[src/rtl/tdc_ctrl_pkg.sv]
// Shared types and command byte constants for the TDC power-up sequencer.
// Command bytes are ASCII characters received from the UART.
package tdc_ctrl_pkg;

    typedef enum logic [1:0] {
        IDLE    = 2'd0,
        EN_LOW  = 2'd1,
        EN_HIGH = 2'd2,
        SRST    = 2'd3
    } state_t;

    typedef enum logic [2:0] {
        C_NONE     = 3'd0,
        C_BOOT_ALL = 3'd1,
        C_CHAN     = 3'd2,
        C_PAUSE    = 3'd3,
        C_PLAY     = 3'd4,
        C_OFF      = 3'd5
    } cmd_t;

    localparam logic [7:0] CMD_BOOT_ALL = 8'h64; // "d"
    localparam logic [7:0] CMD_PAUSE    = 8'h73; // "s"
    localparam logic [7:0] CMD_PLAY     = 8'h70; // "p"
    localparam logic [7:0] CMD_OFF      = 8'h78; // "x"
    localparam logic [7:0] CMD_DIGIT0   = 8'h30; // "0"

    function automatic int max3(input int a, input int b, input int c);
        int m;
        m = (a > b) ? a : b;
        return (m > c) ? m : c;
    endfunction

endpackage

[src/rtl/tdc_cmd_decode.sv]
// Combinational decode of one UART byte into a command type and channel index.
// Digits beyond the configured channel count decode as C_CHAN with idx_valid=0.
module tdc_cmd_decode
    import tdc_ctrl_pkg::*;
#(
    parameter int NUM_TDC = 2
) (
    input  logic [7:0] rx_data,
    output cmd_t       cmd_type,
    output logic [2:0] ch_idx,
    output logic       idx_valid
);

    logic is_digit;

    always_comb begin
        cmd_type  = C_NONE;
        ch_idx    = 3'd0;
        idx_valid = 1'b0;
        is_digit  = (rx_data >= CMD_DIGIT0) && (rx_data <= (CMD_DIGIT0 + 8'd7));

        if (is_digit) begin
            cmd_type  = C_CHAN;
            ch_idx    = rx_data[2:0]; // "0" is 0x30, so the low bits are the index
            idx_valid = (32'(ch_idx) < NUM_TDC);
        end else begin
            case (rx_data)
                CMD_BOOT_ALL: cmd_type = C_BOOT_ALL;
                CMD_PAUSE:    cmd_type = C_PAUSE;
                CMD_PLAY:     cmd_type = C_PLAY;
                CMD_OFF:      cmd_type = C_OFF;
                default:      cmd_type = C_NONE;
            endcase
        end
    end

endmodule

[src/rtl/tdc_ctrl_seq.sv]
// UART-command driven power-up sequencer for NUM_TDC converters:
// enable low, boot wait, soft-reset pulse, with pause flag and status pulses.
module tdc_ctrl_seq
    import tdc_ctrl_pkg::*;
#(
    parameter int NUM_TDC          = 2,
    parameter int LOW_CYCLES       = 16,
    parameter int BOOT_CYCLES      = 1048576,
    parameter int RST_PULSE_CYCLES = 4
) (
    input  logic               clk,
    input  logic               rst,
    input  logic [7:0]         rx_data,
    input  logic               new_rx_data,
    output logic [NUM_TDC-1:0] tdc_enable,
    output logic [NUM_TDC-1:0] soft_reset,
    output logic               pause,
    output logic               busy,
    output logic               done,
    output logic               cmd_err
);

    localparam int CNT_W = $clog2(max3(LOW_CYCLES, BOOT_CYCLES, RST_PULSE_CYCLES) + 1);
    localparam logic [CNT_W-1:0] LOW_C   = CNT_W'(LOW_CYCLES);
    localparam logic [CNT_W-1:0] BOOT_C  = CNT_W'(BOOT_CYCLES);
    localparam logic [CNT_W-1:0] PULSE_C = CNT_W'(RST_PULSE_CYCLES);
    localparam logic [CNT_W-1:0] CNT_ONE = CNT_W'(1);

    state_t             state_q, state_d;
    logic [CNT_W-1:0]   cnt_q, cnt_d;
    logic [NUM_TDC-1:0] mask_q, mask_d;
    logic [NUM_TDC-1:0] en_q, en_d;
    logic [NUM_TDC-1:0] sr_q, sr_d;
    logic               pause_q, pause_d;
    logic               busy_q, busy_d;
    logic               done_q, done_d;
    logic               err_q, err_d;

    cmd_t       dec_type;
    logic [2:0] dec_idx;
    logic       dec_valid;
    cmd_t       cmd;
    logic       seq_cmd;

    tdc_cmd_decode #(.NUM_TDC(NUM_TDC)) u_dec (
        .rx_data   (rx_data),
        .cmd_type  (dec_type),
        .ch_idx    (dec_idx),
        .idx_valid (dec_valid)
    );

    always_comb begin
        state_d = state_q;
        cnt_d   = cnt_q;
        mask_d  = mask_q;
        en_d    = en_q;
        sr_d    = sr_q;
        pause_d = pause_q;
        busy_d  = busy_q;
        done_d  = 1'b0;
        err_d   = 1'b0;

        cmd     = new_rx_data ? dec_type : C_NONE;
        seq_cmd = (cmd == C_BOOT_ALL) || (cmd == C_CHAN) || (cmd == C_OFF);

        // Pause/play are orthogonal to the sequence and never touch it.
        if (cmd == C_PAUSE) pause_d = 1'b1;
        if (cmd == C_PLAY)  pause_d = 1'b0;

        case (state_q)
            IDLE: begin
                if (cmd == C_BOOT_ALL || (cmd == C_CHAN && dec_valid)) begin
                    mask_d  = (cmd == C_BOOT_ALL) ? {NUM_TDC{1'b1}}
                                                  : (NUM_TDC'(1) << dec_idx);
                    en_d    = en_q & ~mask_d;
                    cnt_d   = CNT_ONE;
                    busy_d  = 1'b1;
                    state_d = EN_LOW;
                end else if (cmd == C_CHAN) begin
                    err_d = 1'b1;
                end else if (cmd == C_OFF) begin
                    en_d = '0;
                end
            end
            EN_LOW: begin
                err_d = seq_cmd;
                if (cnt_q == LOW_C) begin
                    en_d    = en_q | mask_q;
                    cnt_d   = CNT_ONE;
                    state_d = EN_HIGH;
                end else begin
                    cnt_d = cnt_q + CNT_ONE;
                end
            end
            EN_HIGH: begin
                err_d = seq_cmd;
                if (cnt_q == BOOT_C) begin
                    sr_d    = mask_q;
                    cnt_d   = CNT_ONE;
                    state_d = SRST;
                end else begin
                    cnt_d = cnt_q + CNT_ONE;
                end
            end
            SRST: begin
                err_d = seq_cmd;
                if (cnt_q == PULSE_C) begin
                    sr_d    = '0;
                    cnt_d   = '0;
                    busy_d  = 1'b0;
                    done_d  = 1'b1;
                    state_d = IDLE;
                end else begin
                    cnt_d = cnt_q + CNT_ONE;
                end
            end
            default: begin
                sr_d    = '0;
                cnt_d   = '0;
                busy_d  = 1'b0;
                state_d = IDLE;
            end
        endcase
    end

    always_ff @(posedge clk) begin
        if (rst) begin
            state_q <= IDLE;
            cnt_q   <= '0;
            mask_q  <= '0;
            en_q    <= '0;
            sr_q    <= '0;
            pause_q <= 1'b0;
            busy_q  <= 1'b0;
            done_q  <= 1'b0;
            err_q   <= 1'b0;
        end else begin
            state_q <= state_d;
            cnt_q   <= cnt_d;
            mask_q  <= mask_d;
            en_q    <= en_d;
            sr_q    <= sr_d;
            pause_q <= pause_d;
            busy_q  <= busy_d;
            done_q  <= done_d;
            err_q   <= err_d;
        end
    end

    assign tdc_enable = en_q;
    assign soft_reset = sr_q;
    assign pause      = pause_q;
    assign busy       = busy_q;
    assign done       = done_q;
    assign cmd_err    = err_q;

endmodule

[config.mk]
export PLATFORM = sky130hd
export DESIGN_NAME = tdc_ctrl_seq
export DESIGN_NICKNAME = d
export VERILOG_FILES = /design/src/rtl/tdc_ctrl_pkg.sv /design/src/rtl/tdc_cmd_decode.sv /design/src/rtl/tdc_ctrl_seq.sv
export SDC_FILE = /design/constraint.sdc
export NUM_CORES = 1
export LEC_CHECK = 0
export ABC_AREA = 1
export BUFFER_PORTS_ARGS = -buffer_cell sky130_fd_sc_hd__buf_2
export CAP_MARGIN = 10
export CORE_MARGIN = 3
export CORE_UTILIZATION = 60
export CTS_CLUSTER_DIAMETER = 80
export CTS_CLUSTER_SIZE = 12
export DETAILED_ROUTE_END_ITERATION = 16
export GPL_TIMING_DRIVEN = 1
export PLACE_DENSITY = 0.85
export SLEW_MARGIN = 30
export SYNTH_ARGS = -nofsm -noshare
export SYNTH_HDL_FRONTEND = slang
export SYNTH_SLANG_ARGS = --single-unit
[constraint.sdc]
create_clock -name clk -period 2.8 [get_ports clk]
set_input_delay 0.42 -clock clk [delete_from_list [all_inputs] [get_ports clk]]
set_output_delay 0.42 -clock clk [all_outputs]
set_load 0.01 [all_outputs]
### Word-level counts from Yosys, hierarchy flattened

Cells that the tools add are included.
Widths: inputs -> output; s select.

| storage, ports and cells | value |
|---|---|
| word-level logic and storage cells | 86 |
| output and inout bits | 8 |
| register bits after elaboration | 33 |
| bits of input ports | 11 |

| operators by class | value |
|---|---|
| multiplexer cells | 30 |
| eq/ne operators | 21 |
| reduce and logical (&&, ||, !) cells | 17 |
| magnitude comparators | 3 |
| add/subtract/negate cells | 1 |
| shift-type cells | 1 |
| bitwise operators | 4 |

Operator list:

| operator | count |
|---|---|
| $mux 21 | 4 |
| $pmux 21 s4 | 1 |
| $eq 8x7->1 const B | 4 |
| $add 21x1->21 const B | 1 |
| $eq 21x21->1 const B | 1 |
| $eq 21x3->1 const B | 1 |
| $eq 21x5->1 const B | 1 |
| $mux 2 | 10 |
| $pmux 3 s4 | 1 |
| $mux 3 | 3 |
| $ge 8x6->1 const B | 1 |
| $le 8x6->1 const B | 1 |
| $ne 2x2->1 const B | 4 |
| $pmux 2 s2 | 2 |
| $pmux 2 s4 | 1 |
| $reduce_and 4->1 | 2 |
| $eq 3x2->1 const B | 2 |
| $eq 3x3->1 const B | 2 |
| $mux 1 | 6 |
| $ne 3x3->1 const B | 2 |
| $reduce_and 3->1 | 2 |
| $reduce_bool 2->1 | 3 |
| $eq 2x2->1 const B | 2 |
| $pmux 1 s2 | 2 |
| 14 further kinds | 18 |

### Depth between registers and ports, before layout

| depth | value |
|---|---|
| depth after elaboration | 10 |
| depth in mapped cells | 13 |
| depth with buffers taken out | 13 |

### Modules after synthesis

From an unflattened synthesis, not the netlist that was laid out.

| unflattened totals | value |
|---|---|
| cell total of the unflattened synthesis | 364 |
| area, all modules | 2278.4 µm² |

By module, submodules not included:

| module | cells an instance | area an instance (µm²) | instances |
|---|---|---|---|
| tdc_ctrl_seq | 332 | 2134.5 | 1 |
| tdc_cmd_decode | 32 | 143.9 | 1 |

### Least setup slack after synthesis

No wires, ideal clock.

| path | value |
|---|---|
| path type | flip-flop to flip-flop |
| start point | register cnt_q[0] |
| end point | register cnt_q[16] |
| setup time | 0.139 ns |
| slack | 1.160 ns |
| stages on the path, launching flop included | 10 |
| arrival | 1.501 ns |
| path through | dfxtp_1 -> ha_1 -> nand2_1 -> nor2_1 -> nand2_1 -> nor2_1 -> xor2_1 -> a31oi_1 -> nand3_1 -> a21oi_2 |

| on the way | value |
|---|---|
| longest elaborated chain between the ends | 3 |

RTL lines:

| what | line | RTL |
|---|---|---|
| from (decl) | tdc_ctrl_seq.sv:30 | `logic [CNT_W-1:0] cnt_q, cnt_d;` |
| from (signal assigned) | tdc_ctrl_seq.sv:139 | `cnt_q <= cnt_d;` |
| $add 21x1->21 (tied with other cells) | tdc_ctrl_seq.sv:92, tdc_ctrl_seq.sv:102, tdc_ctrl_seq.sv:114 |  |
| $mux 21 (on tied branches) | tdc_ctrl_seq.sv:107, tdc_ctrl_seq.sv:87, tdc_ctrl_seq.sv:97 |  |
| $pmux 21 s4 (*) | tdc_ctrl_seq.sv:70 | `case (state_q)` |

Every way passes the cells marked *; elsewhere a longest branch is shown, timed or not.
A chain may end at the register's enable or synchronous reset.

### Worst setup path after layout

| path | value |
|---|---|
| start point | register cnt_q[0] |
| end point | register cnt_q[20] |

Same word-level chain as after synthesis.

==> out/metrics.yaml <==
status: "completed"
grtUsageMet1: 0.370
vias: 2673
async_reset_ff_frac: 0
vias_per_cell: 5.62
arrival_ns: 2.33
min_path_cells: 2
cp_slowest_cell: "dfxtp_1"
use_met3: 0.0463
die_area_um2: 5110
track_usage: 0.256
dp_hpwl_mm: 4.56
synth_ff_type: "dfxtp_1"
p_seq_frac: 0.373
worst-path-max-fanout: 8
drive_above_1_share: 0.141
synth.cell_area_um2: 2570
cts.hold.buffers_added: 0
drc: 0
grt_max_degree: 29
finalCritPeriodShare: 0.750
synthDistinctLibCells: 37
cp.required_ns: 3.02
tns_ns: 0
p_clk_frac: 0.228
reg2reg_depth: 9
fp.dieH_um: 71.5
grt_pass1_vias: 2353
htreeDepth: 2
min-delay-start: "busy"
ir_drop_mv: 0.440
hold_violations: 0
finalPower_mw: 1.54
setup_violations: 0
cap_viol_max_count: 0
numCtsBuffers: 5
rsz0062_at_grt: "no"
clock-root-buffer: "clkbuf_8"
avgSynthCellArea_um2: 6.23
ys_ff_latch: 33
path_common_cell: "nand2_1"
ioPinCount: 19
grt_remaining_overflow: 0
fin_crit_ns: 2.10
crit_type: "register to register"
switching_share: 0.434
clk_pin_slew_ns: 0.07
crit_buf_inv: 0
combPwrFrac: 0.400
num_antenna_cells: 0
seq_area_frac_synth: 0.257
internal_power_uw: 872
cts_buffer_depth: 2
busiest_layer: "met2"
r2r_start: "cnt_q[0]"
startpoint_type: "register"
grt_util_met2: 0.384
post-route-util: 0.671
tightest_slew_ns: 0.528
cp-startpoint: "cnt_q[0]"
synth_edf_count: 0
path_cells: "ha_1 -> nand2_1 -> nor3_1 -> nand3b_1 -> nor3_1 -> nand2_1 -> nand2_1 -> nand2_1 -> nor2_1"
drt_pre_antenna_iters: 5
min_path_type: "register to register"
ant_nets: 0
clkLatencyLatePin_ns: 0.29
drt_iter0_markers: 304
dieWidth_um: 71.5
max_slew_margin: 0.645
p_sw_uw: 670
leakage_nw: 1.10
reg2reg_to: "cnt_q[20]"
core_region_area_um2: 4060
post-cts-setup-buffers: 0
syn-num-nets: 431
rows: 23
portBuffers: 18
yosysWarningCount: 0
hold_end: "busy"
wire_per_inst_um: 13.2
rrSetupSlack_ns: 0.70
p_per_area_nw_per_um2: 566
cp_top_family: "simple AND/OR/NAND/NOR gates"
antenna_found_initial: 0
area_growth_pct: 5.94
syn_inst: 413
drv_slew: 0
skew_ns: 0.00510
cp-end-kind: "register"
cts_resized: 0
critPathMaxStageDelay_ns: 0.49
max_freq_mhz: 476
gp_congestion: 0.975
drt-total-wl_mm: 6.29
cts_tree: "built"
grt_pass1_wl_mm: 10.6
cts.sinks: 33
start_util: 0.634
fin_nets: 443
-- cells in the final DEF, fill, tap and decap left out, types with 3 or more instances in the layout --
cell	instances
o211ai_1	4
inv_1	39
nand2_2	12
xor2_1	7
nor2_1	65
a31oi_1	8
o21ai_0	13
a21oi_2	10
nand3_1	52
dfxtp_1	33
a21oi_1	11
nor3_1	5
xnor2_1	3
clkinv_1	3
ha_1	7
clkbuf_8	5
nand2_1	102
buf_2	18
nand4_1	7
-- synth_stat cells, types with 2 or more instances --
library cell	n	area [um^2]
a21oi_1	11	55.1
a21oi_2	10	87.6
a31o_2	2	17.5
a31oi_1	8	50.1
buf_2	2	10.0
buf_6	2	22.5
clkbuf_1	8	30.0
clkinv_1	3	11.3
dfxtp_1	33	661
ha_1	7	87.6
inv_1	39	146
nand2_1	102	383
nand2_2	12	75.1
nand3_1	52	260
nand3_2	2	20.0
nand4_1	7	43.8
nor2_1	65	244
nor3_1	5	25.0
o211ai_1	4	30.0
o21ai_0	13	65.1
or2_2	2	12.5
xnor2_1	3	26.3
xor2_1	7	61.3
-- worst max path at each step --
| stage | to | slack [ns] | depth (start not counted) |
|---|---|---|---|
| global placement | cnt_q[1] | 0.76 | 9 |
| global route | state_q[1] | 0.57 | 10 |
| finish | cnt_q[20] | 0.70 | 9 |
| CTS | cnt_q[20] | 0.82 | 9 |
| floorplan | cnt_q[16] | 1.16 | 9 |
| detailed placement | cnt_q[1] | 0.71 | 9 |
-- kinds of logic (layout without fill, tap and decap cells) --
group | count (synthesis) | after routing | synth area share
and+or+nand+nor | 254 | 254 | 0.441
DFF | 33 | 33 | 0.257
adders and majority gates | 7 | 7 | 0.0341
buffers and inverters | 56 | 69 | 0.0968
xor gates and xnor gates | 10 | 10 | 0.0341
AOI/OAI and AO/OA | 53 | 53 | 0.137
-- routing by layer --
metal | wire (um) | vias to the layer above
met2 | 2730 | 120
met1 | 2930 | 1169
met3 | 544 | 12
met5 | 0 | -
li1 | - | 1372
met4 | 85 | 0
-- through the flow --
step / hold slack, ns / area [um^2] / setup slack, ns / instances
detailed placement: 0.458 / 2640 / 0.712 / 468
global route: 0.491 / 2720 / 0.568 / 476
finish: 0.467 / 2720 / 0.699 / 476
floorplan: 0.436 / 2570 / 1.16 / 413
CTS: 0.468 / 2720 / 0.819 / 476
global placement: 0.455 / 2640 / 0.762 / 468
-- power groups by stage --
stage | clock, mW | sequential [mW] | combinational, mW
finish | 0.351 | 0.574 | 0.616
global route | 0.375 | 0.583 | 0.690
CTS | 0.354 | 0.572 | 0.611
detailed placement | 0 | 0.583 | 0.605
global placement | 0 | 0.580 | 0.586
floorplan | 0 | 0.580 | 0.508
-- worst min-delay path: cells and delay by family, from the launching register on --
kind | cells | cell delay, ns
AO/OA/AOI/OAI | 1 | 0.05
flip-flops | 1 | 0.31
AND/OR/NAND/NOR | 1 | 0.06
-- registers in the layout, summed over array words and instances (netlist names) --
| register | count |
|---|---|
| pause | 1 |
| state_q | 2 |
| cmd_err | 1 |
| cnt_q | 21 |
| done | 1 |
| mask_q | 2 |
| soft_reset | 2 |
| busy | 1 |
| tdc_enable | 2 |
-- final cells by class --
cell class | count | area (um^2)
clock inverters | 2 | 10.0
inverters | 43 | 166
flip-flops and latches | 33 | 661
well taps | 50 | 62.6
fillers | 374 | 1330
repair buffers | 18 | 90.1
clock buffers | 6 | 72.6
multi-input cells | 324 | 1660
Note: power is estimated with default switching activity, not from simulation.
